$ cat src/rtl/multicycle_control_if.sv
// Control bundle between the multicycle controller and its datapath.
// The controller (master) drives the control strobes and selects and consumes
// opcode, zero and mem_ready.
interface multicycle_control_if;
  logic [6:0]  opcode;
  logic        zero;
  logic        mem_ready;
  logic        pc_write;
  logic        adr_src;
  logic        mem_write;
  logic        ir_write;
  logic [1:0]  result_src;
  logic [1:0]  alu_src_a;
  logic [1:0]  alu_src_b;
  logic [1:0]  aluop;
  logic        reg_write;
  logic        illegal_instr;
  logic [31:0] instret;
  logic [3:0]  state;

  modport master (
    input  opcode, zero, mem_ready,
    output pc_write, adr_src, mem_write, ir_write, result_src, alu_src_a, alu_src_b,
           aluop, reg_write, illegal_instr, instret, state
  );

  modport slave (
    output opcode, zero, mem_ready,
    input  pc_write, adr_src, mem_write, ir_write, result_src, alu_src_a, alu_src_b,
           aluop, reg_write, illegal_instr, instret, state
  );
endinterface

$ cat src/rtl/multicycle_control.sv
// Main FSM for a multicycle RV32I subset (load, store, R-type, I-type ALU,
// jal, beq). Controls are Moore-decoded from state. The exceptions are the
// FETCH handshake strobes, the beq PC write and the illegal-opcode pulse.
// A retired-instruction counter is also kept here.
module multicycle_control (
  input logic                 clk,
  input logic                 rst_n,
  multicycle_control_if.master bus
);

  localparam logic [3:0] FETCH    = 4'd0;
  localparam logic [3:0] DECODE   = 4'd1;
  localparam logic [3:0] MEMADR   = 4'd2;
  localparam logic [3:0] MEMREAD  = 4'd3;
  localparam logic [3:0] MEMWB    = 4'd4;
  localparam logic [3:0] MEMWRITE = 4'd5;
  localparam logic [3:0] EXECR    = 4'd6;
  localparam logic [3:0] ALUWB    = 4'd7;
  localparam logic [3:0] EXECI    = 4'd8;
  localparam logic [3:0] JAL      = 4'd9;
  localparam logic [3:0] BEQ      = 4'd10;

  localparam logic [6:0] OP_LOAD  = 7'b0000011;
  localparam logic [6:0] OP_STORE = 7'b0100011;
  localparam logic [6:0] OP_RTYPE = 7'b0110011;
  localparam logic [6:0] OP_ITYPE = 7'b0010011;
  localparam logic [6:0] OP_JAL   = 7'b1101111;
  localparam logic [6:0] OP_BEQ   = 7'b1100011;

  logic [3:0]  state_q, state_d;
  logic [31:0] instret_q, instret_d;
  logic        retire;
  logic        pc_update;
  logic        illegal;

  // Next-state logic; mem_ready is only consulted in FETCH, MEMREAD and MEMWRITE
  always_comb begin
    state_d = state_q;
    illegal = 1'b0;
    unique case (state_q)
      FETCH:    if (bus.mem_ready) state_d = DECODE;
      DECODE: begin
        unique case (bus.opcode)
          OP_LOAD, OP_STORE: state_d = MEMADR;
          OP_RTYPE:          state_d = EXECR;
          OP_ITYPE:          state_d = EXECI;
          OP_JAL:            state_d = JAL;
          OP_BEQ:            state_d = BEQ;
          default: begin
            state_d = FETCH;
            illegal = 1'b1;
          end
        endcase
      end
      MEMADR:   state_d = (bus.opcode == OP_LOAD) ? MEMREAD : MEMWRITE;
      MEMREAD:  if (bus.mem_ready) state_d = MEMWB;
      MEMWB:    state_d = FETCH;
      MEMWRITE: if (bus.mem_ready) state_d = FETCH;
      EXECR:    state_d = ALUWB;
      EXECI:    state_d = ALUWB;
      ALUWB:    state_d = FETCH;
      JAL:      state_d = ALUWB;
      BEQ:      state_d = FETCH;
      default:  state_d = FETCH;
    endcase
  end

  // An instruction retires when a completing state hands back to FETCH;
  // the illegal-opcode path leaves DECODE and is deliberately excluded
  always_comb begin
    retire = 1'b0;
    if (state_d == FETCH) begin
      unique case (state_q)
        MEMWB, MEMWRITE, ALUWB, BEQ: retire = 1'b1;
        default:                     retire = 1'b0;
      endcase
    end
    instret_d = retire ? instret_q + 32'd1 : instret_q;
  end

  // State and counter registers with synchronous active-low reset
  always_ff @(posedge clk) begin
    if (!rst_n) begin
      state_q   <= FETCH;
      instret_q <= 32'd0;
    end else begin
      state_q   <= state_d;
      instret_q <= instret_d;
    end
  end

  // Moore decode of the mux selects, plus gated strobes (held low during reset)
  always_comb begin
    bus.adr_src    = 1'b0;
    bus.result_src = 2'b00;
    bus.alu_src_a  = 2'b00;
    bus.alu_src_b  = 2'b00;
    bus.aluop      = 2'b00;
    pc_update      = 1'b0;
    bus.mem_write  = 1'b0;
    bus.reg_write  = 1'b0;
    bus.ir_write   = 1'b0;
    bus.pc_write   = 1'b0;
    unique case (state_q)
      FETCH: begin
        bus.alu_src_b  = 2'b10;
        bus.result_src = 2'b10;
        bus.ir_write   = bus.mem_ready;
        pc_update      = bus.mem_ready;
      end
      DECODE: begin
        bus.alu_src_a = 2'b01;
        bus.alu_src_b = 2'b01;
      end
      MEMADR: begin
        bus.alu_src_a = 2'b10;
        bus.alu_src_b = 2'b01;
      end
      MEMREAD:  bus.adr_src = 1'b1;
      MEMWB: begin
        bus.result_src = 2'b01;
        bus.reg_write  = 1'b1;
      end
      MEMWRITE: begin
        bus.adr_src   = 1'b1;
        bus.mem_write = 1'b1;
      end
      EXECR: begin
        bus.alu_src_a = 2'b10;
        bus.aluop     = 2'b10;
      end
      EXECI: begin
        bus.alu_src_a = 2'b10;
        bus.alu_src_b = 2'b01;
        bus.aluop     = 2'b10;
      end
      ALUWB:    bus.reg_write = 1'b1;
      JAL: begin
        bus.alu_src_a = 2'b01;
        bus.alu_src_b = 2'b10;
        pc_update     = 1'b1;
      end
      BEQ: begin
        bus.alu_src_a = 2'b10;
        bus.aluop     = 2'b01;
      end
      default: ;
    endcase
    bus.pc_write      = rst_n & (pc_update | ((state_q == BEQ) & bus.zero));
    bus.ir_write      = rst_n & bus.ir_write;
    bus.mem_write     = rst_n & bus.mem_write;
    bus.reg_write     = rst_n & bus.reg_write;
    bus.illegal_instr = rst_n & illegal;
  end

  assign bus.instret = instret_q;
  assign bus.state   = state_q;

endmodule
$ cat src/flat_wrapper.sv
// flat-port wrapper written by rule: the top's interface ports become plain ports
module multicycle_control_flat 
  (clk, rst_n, bus_opcode, bus_zero, bus_mem_ready, bus_pc_write, bus_adr_src, bus_mem_write, bus_ir_write, bus_result_src, bus_alu_src_a, bus_alu_src_b, bus_aluop, bus_reg_write, bus_illegal_instr, bus_instret, bus_state);
  multicycle_control_if bus_i ();
  input logic clk;
  input logic rst_n;
  input wire logic [$bits(bus_i.opcode)-1:0] bus_opcode;
  input wire logic [$bits(bus_i.zero)-1:0] bus_zero;
  input wire logic [$bits(bus_i.mem_ready)-1:0] bus_mem_ready;
  output wire logic [$bits(bus_i.pc_write)-1:0] bus_pc_write;
  output wire logic [$bits(bus_i.adr_src)-1:0] bus_adr_src;
  output wire logic [$bits(bus_i.mem_write)-1:0] bus_mem_write;
  output wire logic [$bits(bus_i.ir_write)-1:0] bus_ir_write;
  output wire logic [$bits(bus_i.result_src)-1:0] bus_result_src;
  output wire logic [$bits(bus_i.alu_src_a)-1:0] bus_alu_src_a;
  output wire logic [$bits(bus_i.alu_src_b)-1:0] bus_alu_src_b;
  output wire logic [$bits(bus_i.aluop)-1:0] bus_aluop;
  output wire logic [$bits(bus_i.reg_write)-1:0] bus_reg_write;
  output wire logic [$bits(bus_i.illegal_instr)-1:0] bus_illegal_instr;
  output wire logic [$bits(bus_i.instret)-1:0] bus_instret;
  output wire logic [$bits(bus_i.state)-1:0] bus_state;
  assign bus_i.opcode = bus_opcode;
  assign bus_i.zero = bus_zero;
  assign bus_i.mem_ready = bus_mem_ready;
  assign bus_pc_write = bus_i.pc_write;
  assign bus_adr_src = bus_i.adr_src;
  assign bus_mem_write = bus_i.mem_write;
  assign bus_ir_write = bus_i.ir_write;
  assign bus_result_src = bus_i.result_src;
  assign bus_alu_src_a = bus_i.alu_src_a;
  assign bus_alu_src_b = bus_i.alu_src_b;
  assign bus_aluop = bus_i.aluop;
  assign bus_reg_write = bus_i.reg_write;
  assign bus_illegal_instr = bus_i.illegal_instr;
  assign bus_instret = bus_i.instret;
  assign bus_state = bus_i.state;
  multicycle_control u_core (.clk(clk), .rst_n(rst_n), .bus(bus_i));
endmodule
$ cat config.mk
export PLATFORM = sky130hd
export DESIGN_NAME = multicycle_control_flat
export DESIGN_NICKNAME = d
export VERILOG_FILES = /design/src/rtl/multicycle_control_if.sv /design/src/rtl/multicycle_control.sv /design/src/flat_wrapper.sv
export SDC_FILE = /design/constraint.sdc
export NUM_CORES = 1
export LEC_CHECK = 0
export ABC_AREA = 1
export BUFFER_PORTS_ARGS = -buffer_cell sky130_fd_sc_hd__buf_4
export CORE_MARGIN = 3
export CORE_UTILIZATION = 55
export CTS_CLUSTER_SIZE = 20
export DETAILED_ROUTE_END_ITERATION = 8
export PLACE_DENSITY_LB_ADDON = 0.25
export SETUP_SLACK_MARGIN = 0.02
export SLEW_MARGIN = 15
export SYNTH_ARGS = -nofsm -noshare
export SYNTH_HDL_FRONTEND = slang
export SYNTH_SLANG_ARGS = --single-unit
export TNS_END_PERCENT = 1
$ cat constraint.sdc
create_clock -name clk -period 2.4 [get_ports clk]
set_input_delay 0.12 -clock clk [delete_from_list [all_inputs] [get_ports clk]]
set_output_delay 0.12 -clock clk [all_outputs]
set_load 0.02 [all_outputs]
==> metrics <==
CTS Sinks 36; htree depth 2; mean number of vias per cell 5.321; postcts setup bufs 0; Data required, critical path 2.63 ns; initial core utilization 58.61%; #FFs+latches synth 36; post-synthesis simple-gate area fraction 49.43%; largest net degree at the start of global routing 20; Post-synth EDFFs 0; Fin Clk Skew 0.008094 ns; Yosys warning total 0; max-cap violations 0; CTS tree done; clk slew on worst S/H paths 0.07 ns; crit path max-delay cell type dfxtp_1; Fin Setup TNS 0 ns; post-synthesis mux area share 0%; GPL Wtd Cong 1.014; IO Pins 61; fin area 0.003204 sq mm; xor-xnor portion of the synthesized cell area 5.010%; vias 2852; vias in the first global route 2616; clock buffer count from CTS 5; crit path DAT 2.13 ns; status complete, no violations; clock tree buffer depth 2; Sequential Power Share 52.4%; Compound-Gate Fraction of Synth Area 11.59%; final hold viol count 0; CP most frequent cell nor2_1; ANT nets after route 0; DP Area 0.003112 sq mm; Pint 862.1 uW; fin crit share 79.21%; Cells after Synth 420; Worst Tran Pin Value 0.4244 ns; die area 0.005633 sq mm; global-route wire length before repair 11.94 mm; worst r2r path cells 9; RSZ-0062 raised after global routing false; Setup Viol. Count Final 0; FF-to-FF setup slack 0.50 ns; hold path start rst_n; Min-Delay Path Class input pin to register; predominant post-synthesis flop cell dfxtp_1; Slew HR 71.60%; r2r startpoint u_core.bus.instret[0]; Total Routing Usage GR 26.90%; antenna cell count 0; NetSw 285.8 uW; DR WL/cell 13.33 microns; Die Span X 75.05 microns; adder-cell share of the synthesized area 0.4771%; Layout Nets 495; core outline area 0.004474 sq mm; syn_area_per_cell 6.244 sq um; die height 75.05 microns; share of cells above drive strength 1 27.89%; initial antenna violation count 0; clk root buf clkbuf_8; clock share of power 39.6%; CP max FO 7; switching portion of total power 24.90%; largest family of logic cells by synthesized area simple AND/OR/NAND/NOR gates; worst hold path endpoint u_core.bus.state[1]; Worst VDD drop 0.0002893 V; P_leak 0.001325 uW; Residual DRC 0; CP Capture Type register; final setup margin 0.4990 ns; synth unique cells 28; crit path time final 1.901 ns; Async S/R FF share, synth 0%; crit path launch type register; net count after synthesis 432; Worst-Skew Late Latency 0.29 ns; pwr/cell area 358.2 mW/mm^2; Cell Area, Synth 0.002623 sq mm; post-synthesis sequential area ratio 27.48%; Slew Viols, Final 0; Layout area overhead 22.19%; DPL Wire Length 5.511 mm; drt initial violations 189; hold buffers post-CTS 0; CTS-repair resized insts 0; combinational power share 8.0%; PortBufs 60; CP peak stage delay 0.43 ns; reg-to-reg critical path endpoint u_core.bus.instret[30]; # rows 24; Max Fclk 526.0 MHz; Overflow after GRT 0; routed wire length 7.143 mm; worst hold path stage count 3; WS Path Type register to register; critical path, cell by cell ha_1 > nand3_1 > nor2_1 > inv_1 > nor2_1 > nand3b_1 > nand2_1 > nand2_2 > a21oi_2; DRT Pass-1 Iters 4; setup slack at placement 0.5311 ns
registers in the layout, indices dropped and copies added (netlist names):
signal and count:
u_core.bus.instret 32, u_core.bus.state 4
critical path: cells and delay by family (launching register included):
kind                       cells  cell delay, ns
AOI/OAI and AO/OA              1            0.11
DFF                            1            0.43
buffers and inverters          1            0.07
adders and majority gates      1            0.27
and+or+nand+nor                6            0.97
synthesized netlist by cell type, types with 2 or more instances:
| cell | count | area share (%) |
|---|---|---|
| inv_1 | 19 | 2.7 |
| nand2_1 | 166 | 24 |
| buf_4 | 3 | 0.86 |
| a21oi_2 | 20 | 6.7 |
| nand3b_1 | 15 | 4.3 |
| a21oi_1 | 17 | 3.2 |
| xor2_1 | 10 | 3.3 |
| nand3_1 | 6 | 1.1 |
| xnor2_1 | 5 | 1.7 |
| clkbuf_1 | 4 | 0.57 |
| nor2_4 | 3 | 1.3 |
| nor2_2 | 4 | 0.95 |
| buf_6 | 3 | 1.3 |
| inv_2 | 4 | 0.57 |
| nor4_1 | 2 | 0.48 |
| nor3_1 | 3 | 0.57 |
| dfxtp_1 | 36 | 27 |
| nand2_2 | 25 | 6.0 |
| nor2_1 | 65 | 9.3 |
| nand3_2 | 2 | 0.76 |
metal layers:
layer	GRT usage (%)	vias up	wire (microns)
met2	44.00	104	3349
met1	36.19	1288	3101
li1	-	1445	-
met4	8.498	0	148
met5	0	-	0
met3	4.272	15	544
layout make-up:
cell class | count | area, sq um
Multi-Input combinational cell | 351 | 1744
Timing Repair Buffer | 66 | 495.5
Sequential cell | 36 | 720.7
Clock inverter | 2 | 10.01
Clock buffer | 6 | 82.58
Tap cell | 52 | 65.06
Inverter | 23 | 86.33
Fill cell | 382 | 1270
power by group through the flow:
stage / clock, uW / combinational, uW / sequential [uW]
after detailed placement: 0 / 92.1 / 615
after CTS: 458 / 92.4 / 601
after global placement: 0 / 89.8 / 615
final: 454 / 92.4 / 601
after floorplan: 0 / 51.5 / 616
after global routing: 488 / 99.8 / 601
cells by family (layout without fill, tap and decap cells):
logic type,after synthesis,count (layout)
fa+ha+maj,1,1
xor+xnor,15,15
flops,36,36
compound gates,42,42
simple gates,293,293
buf+inv,33,97
worst max path at each step:
stage,depth (start not counted),end,from
2_1_floorplan,10,u_core.bus.instret[30],u_core.bus.instret[0]
3_3_place_gp,10,u_core.bus.instret[30],u_core.bus.instret[0]
3_5_place_dp,9,u_core.bus.instret[30],u_core.bus.instret[0]
4_1_cts,9,u_core.bus.instret[30],u_core.bus.instret[0]
5_1_grt,9,u_core.bus.instret[30],u_core.bus.instret[0]
6_report,9,u_core.bus.instret[30],u_core.bus.instret[0]
metrics by stage:
stage | power (uW) | util, % | instances | hold slack [ns]
global route | 1189 | 71.62 | 536 | 0.03839
CTS | 1152 | 71.62 | 536 | 0.01775
finish | 1148 | 71.62 | 536 | 0.01947
floorplan | 667.7 | - | 420 | 0.2176
detailed placement | 707.2 | 69.55 | 528 | 0.3170
global placement | 704.8 | 69.55 | 528 | 0.3133
layout by cell type, fill, tap and decap left out, types with 5 or more instances in the layout:
master and count:
nor2_1 65, nand2_2 25, a21oi_1 17, clkbuf_8 6
a21oi_2 20, nand3_1 6, nand3b_1 15, xnor2_1 5
nand2_1 166, dfxtp_1 36, buf_4 66, inv_1 19
xor2_1 10
No activity file was read; power rests on OpenSTA's default activity.
